`src/rtl/tx_medida_if.sv`:
```
// Transmit request / serial status bundle between the measurement logic and tx_medida.
interface tx_medida_if;
  logic        partida;
  logic [15:0] medida;
  logic        saida_serial;
  logic        ocupado;
  logic        pronto;

  modport master (
    output partida,
    output medida,
    input  saida_serial,
    input  ocupado,
    input  pronto
  );

  modport slave (
    input  partida,
    input  medida,
    output saida_serial,
    output ocupado,
    output pronto
  );
endinterface

```
`src/rtl/tx_medida.sv`:
```
// 8N1 UART transmitter for a 16-bit measurement word, sent as high byte then low byte.
module tx_medida #(
  parameter int unsigned BAUD_DIV = 5208
) (
  input  logic       clk,
  input  logic       reset,
  tx_medida_if.slave bus
);

  typedef enum logic [1:0] {
    IDLE  = 2'd0,
    START = 2'd1,
    DATA  = 2'd2,
    STOP  = 2'd3
  } state_t;

  localparam logic [15:0] BAUD_LAST = 16'(BAUD_DIV - 1);

  state_t      state_r,    state_s;
  logic        byte_idx_r, byte_idx_s;
  logic [2:0]  bit_cnt_r,  bit_cnt_s;
  logic [15:0] baud_cnt_r, baud_cnt_s;
  logic [15:0] hold_r,     hold_s;
  logic        line_r,     line_s;
  logic        busy_r,     busy_s;
  logic        done_r,     done_s;
  logic        baud_end_s;
  logic [7:0]  cur_byte_s;

  // next-state, datapath and next-output logic
  always_comb begin
    state_s    = state_r;
    byte_idx_s = byte_idx_r;
    bit_cnt_s  = bit_cnt_r;
    hold_s     = hold_r;
    line_s     = line_r;
    busy_s     = busy_r;
    done_s     = 1'b0;
    baud_end_s = (baud_cnt_r == BAUD_LAST);
    baud_cnt_s = baud_end_s ? 16'd0 : (baud_cnt_r + 16'd1);
    cur_byte_s = byte_idx_r ? hold_r[7:0] : hold_r[15:8];

    case (state_r)
      IDLE: begin
        baud_cnt_s = 16'd0;
        if (bus.partida) begin
          // acceptance edge: start bit goes out immediately
          hold_s     = bus.medida;
          byte_idx_s = 1'b0;
          bit_cnt_s  = 3'd0;
          line_s     = 1'b0;
          busy_s     = 1'b1;
          state_s    = START;
        end else begin
          line_s = 1'b1;
          busy_s = 1'b0;
        end
      end
      START: begin
        if (baud_end_s) begin
          bit_cnt_s = 3'd0;
          line_s    = cur_byte_s[0];
          state_s   = DATA;
        end else begin
          state_s = START;
        end
      end
      DATA: begin
        if (baud_end_s) begin
          if (bit_cnt_r == 3'd7) begin
            line_s  = 1'b1;
            state_s = STOP;
          end else begin
            bit_cnt_s = bit_cnt_r + 3'd1;
            line_s    = cur_byte_s[bit_cnt_r + 3'd1];
          end
        end else begin
          state_s = DATA;
        end
      end
      STOP: begin
        if (baud_end_s) begin
          if (byte_idx_r == 1'b0) begin
            byte_idx_s = 1'b1;
            line_s     = 1'b0;
            state_s    = START;
          end else begin
            line_s  = 1'b1;
            busy_s  = 1'b0;
            done_s  = 1'b1;
            state_s = IDLE;
          end
        end else begin
          state_s = STOP;
        end
      end
      default: begin
        line_s     = 1'b1;
        busy_s     = 1'b0;
        baud_cnt_s = 16'd0;
        state_s    = IDLE;
      end
    endcase
  end

  // state and output registers, cleared asynchronously
  always_ff @(posedge clk or posedge reset) begin
    if (reset) begin
      state_r    <= IDLE;
      byte_idx_r <= 1'b0;
      bit_cnt_r  <= 3'd0;
      baud_cnt_r <= 16'd0;
      hold_r     <= 16'd0;
      line_r     <= 1'b1;
      busy_r     <= 1'b0;
      done_r     <= 1'b0;
    end else begin
      state_r    <= state_s;
      byte_idx_r <= byte_idx_s;
      bit_cnt_r  <= bit_cnt_s;
      baud_cnt_r <= baud_cnt_s;
      hold_r     <= hold_s;
      line_r     <= line_s;
      busy_r     <= busy_s;
      done_r     <= done_s;
    end
  end

  assign bus.saida_serial = line_r;
  assign bus.ocupado      = busy_r;
  assign bus.pronto       = done_r;

endmodule

```
`src/flat_wrapper.sv`:
```
// flat-port wrapper written by rule: the top's interface ports become plain ports
module tx_medida_flat 
#(
  parameter int unsigned BAUD_DIV = 5208
)
  (clk, reset, bus_partida, bus_medida, bus_saida_serial, bus_ocupado, bus_pronto);
  tx_medida_if bus_i ();
  input  logic clk;
  input  logic reset;
  input wire logic [$bits(bus_i.partida)-1:0] bus_partida;
  input wire logic [$bits(bus_i.medida)-1:0] bus_medida;
  output wire logic [$bits(bus_i.saida_serial)-1:0] bus_saida_serial;
  output wire logic [$bits(bus_i.ocupado)-1:0] bus_ocupado;
  output wire logic [$bits(bus_i.pronto)-1:0] bus_pronto;
  assign bus_i.partida = bus_partida;
  assign bus_i.medida = bus_medida;
  assign bus_saida_serial = bus_i.saida_serial;
  assign bus_ocupado = bus_i.ocupado;
  assign bus_pronto = bus_i.pronto;
  tx_medida #(.BAUD_DIV(BAUD_DIV)) u_core (.clk(clk), .reset(reset), .bus(bus_i));
endmodule
```
`config.mk`:
```
export PLATFORM = sky130hd
export DESIGN_NAME = tx_medida_flat
export DESIGN_NICKNAME = d
export VERILOG_FILES = /design/src/rtl/tx_medida_if.sv /design/src/rtl/tx_medida.sv /design/src/flat_wrapper.sv
export SDC_FILE = /design/constraint.sdc
export NUM_CORES = 1
export LEC_CHECK = 0
export CAP_MARGIN = 15
export CORE_MARGIN = 5
export CORE_UTILIZATION = 40
export DETAILED_ROUTE_END_ITERATION = 7
export HOLD_SLACK_MARGIN = 0.1
export PLACE_DENSITY_LB_ADDON = 0.12
export SLEW_MARGIN = 20
export SYNTH_ARGS = -nofsm -noshare
export SYNTH_HDL_FRONTEND = slang
export SYNTH_SLANG_ARGS = --single-unit
```
`constraint.sdc`:
```
create_clock -name clk -period 5.3 [get_ports clk]
set_input_delay 1.06 -clock clk [delete_from_list [all_inputs] [get_ports clk]]
set_output_delay 1.06 -clock clk [all_outputs]
set_load 0.02 [all_outputs]
```
==> impl_metrics.json <==
{
  "status": "completed",
  "cts_sinks": 41,
  "worstSkewPairLatency_ps": 290,
  "fin_skew_ps": 2.33,
  "dieArea_sq_mm": 0.00705,
  "num_io_pins": 22,
  "drive_gt1_share_pct": 19.3,
  "synth.top_cell.area_share_pct": 45.7,
  "worst_slack_ps": 2820,
  "cts_buffer_depth": 2,
  "drt-initial-drc-count": 40,
  "hp-class": "reg2reg",
  "ys.flop_type": "dfrtp_1",
  "initial_core_util_pct": 40.5,
  "port_buffers": 21,
  "dpl_cell_area_sq_mm": 0.00245,
  "netlist_instances": 189,
  "finalSetupViolations": 0,
  "whs_path_depth": 2,
  "worst-r2r-cell-count": 5,
  "max_cap_viol_count": 0,
  "internal_power_uw": 512,
  "antenna_cells": 0,
  "synth_edf_count": 0,
  "combPwrFrac_pct": 3.2,
  "die_w_um": 84.0,
  "synth_top_cell_by_area": "dfrtp_1",
  "grt_pass1_wl_um": 6850,
  "crit_chain": "clkdlybuf4s50_1",
  "die_height_um": 84.0,
  "place.gp.congestion": 0.765,
  "ys_warn_count": 0,
  "synth.distinct_cells": 42,
  "seq_power_share_pct": 50.0,
  "crit_family": "buffers and inverters",
  "fin_setup_tns_ps": 0,
  "cts_setup_buffers": 0,
  "relSlewSlack_pct": 55.4,
  "ant_nets": 0,
  "grt_use_total_pct": 12.0,
  "switching_share_pct": 18.2,
  "grt_setup_unrepaired": "no",
  "reg2reg_slack_ps": 3320,
  "maxSlewViolCount": 0,
  "synth.avg_cell_area_sq_um": 11.6,
  "min_to": "u_core.bus.ocupado",
  "finalCritPeriodShare_pct": 46.7,
  "finalHoldViolCount": 0,
  "worst_pin_slew_ps": 668,
  "cts_tree": "yes",
  "cp.required_ps": 4240,
  "vias": 1415,
  "yosysSeqAreaShare_pct": 46.9,
  "drt-total-wl_um": 3840,
  "cp_max_fo": 2,
  "grt_max_degree": 42,
  "vias_per_cell": 4.98,
  "syn_area_sq_mm": 0.00219,
  "post_drt_wl_per_cell_um": 13.5,
  "antenna_found_initial": 0,
  "powerDensity_mw_per_mm2": 242,
  "critPathBufInv": 1,
  "hold_ws_ps": 483,
  "synth-async-reset-ratio_pct": 100,
  "fmax_mhz": 404,
  "place_ws_ps": 2720,
  "ys_ff_latch": 41,
  "hold_start": "u_core.bus.ocupado",
  "htreeDepth": 2,
  "stdcell_area_sq_mm": 0.00258,
  "worstSetupEndpointType": "primary output",
  "dpl.hpwl_um": 2790,
  "post_cts_resize_count": 0,
  "syn_nets": 216,
  "cp_data_arrival_time_ps": 1420,
  "cts_buffers": 5,
  "nets": 238,
  "slowest_delay_ps": 590,
  "drt_pass1_iterations": 4,
  "p_clk_share_pct": 46.8,
  "fillers": 513,
  "crit_slowest_cell": "clkdlybuf4s50_1",
  "core_area_sq_mm": 0.00541,
  "clockRootBuffer": "clkbuf_8",
  "r2r-end": "u_core.baud_cnt_r[10]",
  "min_period_ps": 2480,
  "power.switching_uw": 114,
  "ir_worst_vdd_v": 0.000128,
  "rows": 27,
  "critPathLaunchType": "register",
  "p_leak_uw": 0.00118,
  "syn_to_final_growth_pct": 18.1,
  "path_class": "reg2out",
  "cts_hold_buf": 0,
  "synth_area_leaders": "dfrtp_1, mux2_2, ha_1",
  "grt-ovfl-total": 0,
  "grt_pass1_vias": 1400,
  "clk_pin_slew_worst_paths_ps": 80,
  "drc_errors": 0,
  "worst_r2r_startpoint": "u_core.baud_cnt_r[0]"
}
## state kept, by name, indices dropped and copies added, names as in the netlist
name and cells:
u_core.bus.saida_serial 1, u_core.baud_cnt_r 16, u_core.bus.ocupado 1, u_core.bit_cnt_r 3, u_core.byte_idx_r 1, u_core.hold_r 16
u_core.bus.pronto 1, u_core.state_r 2
## cell usage after synthesis (4+ instances only)
master and count:
xnor2_1 7, a21oi_1 4, nand2_1 13, nand3_1 6
ha_1 8, dfrtp_1 40, nor2_1 25, mux2_2 17
inv_1 7, mux2i_1 7, o21ai_1 4, xor2_1 7
## cells by family (layout without fill, tap and decap cells)
| family | Yosys count | after routing | share of synthesized area [%] |
|---|---|---|---|
| AO/OA/AOI/OAI | 19 | 19 | 6.35 |
| XOR/XNOR | 14 | 14 | 5.60 |
| buffers and inverters | 15 | 38 | 3.49 |
| AND/OR/NAND/NOR | 65 | 65 | 18.0 |
| flip-flops | 41 | 41 | 46.9 |
| multiplexers | 27 | 27 | 15.0 |
| adder cells (fa/ha/maj) | 8 | 8 | 4.57 |
## power groups by stage
stage | Clock (uW) | Combinational [uW] | Sequential [uW]
4_1_cts | 302 | 20.7 | 312
5_1_grt | 314 | 22.2 | 313
2_1_floorplan | 0 | 4.84 | 319
3_3_place_gp | 0 | 20.0 | 319
3_5_place_dp | 0 | 20.7 | 319
6_report | 293 | 20.1 | 313
## metal layers
layer  vias up  share of wire, %  track usage [%]
met3         5               3.3             2.47
met4         0               1.5             5.26
met1       689                48             16.6
met5         -                 0                0
met2        22                47             18.2
li1        699                 -                -
## cells in the final DEF (no fill, tap or decap), drive strengths merged, types with 4 or more instances in the layout
cell	instances
nor2	26
xor2	7
inv	7
clkdlybuf4s50	21
xnor2	7
nand3	6
mux2i	7
a21oi	5
nand2	13
clkbuf	5
dfrtp	40
o21ai	4
mux2	17
nand4	5
ha	8
## through the flow
step | power [uW] | instances | utilization, %
floorplan | 324 | 189 | -
global placement | 339 | 276 | 45.3
detailed placement | 339 | 276 | 45.3
CTS | 636 | 284 | 47.8
global route | 649 | 284 | 47.8
finish | 625 | 284 | 47.8
## area by class of cell
cell class	count	area [sq um]	area share [%]
Multi-Input combinational cell	133	1080	42.0
Sequential cell	41	1030	39.8
Timing Repair Buffer	22	218	8.43
Tap cell	72	90.1	3.49
Clock buffer	5	68.8	2.66
Clock inverter	3	65.1	2.52
Inverter	8	30.0	1.16
## worst max path at each step
stage	startpoint	end	slack (ps)	cells past startpoint
after floorplan	bus_partida	u_core.hold_r[10]	3220	3
after global routing	u_core.bus.saida_serial	bus_saida_serial	2800	1
final	u_core.bus.saida_serial	bus_saida_serial	2820	1
after CTS	u_core.bus.saida_serial	bus_saida_serial	2810	1
after detailed placement	bus_partida	u_core.hold_r[4]	2720	3
after global placement	bus_partida	u_core.hold_r[15]	2770	3
Power figures use the tool's default switching activity.
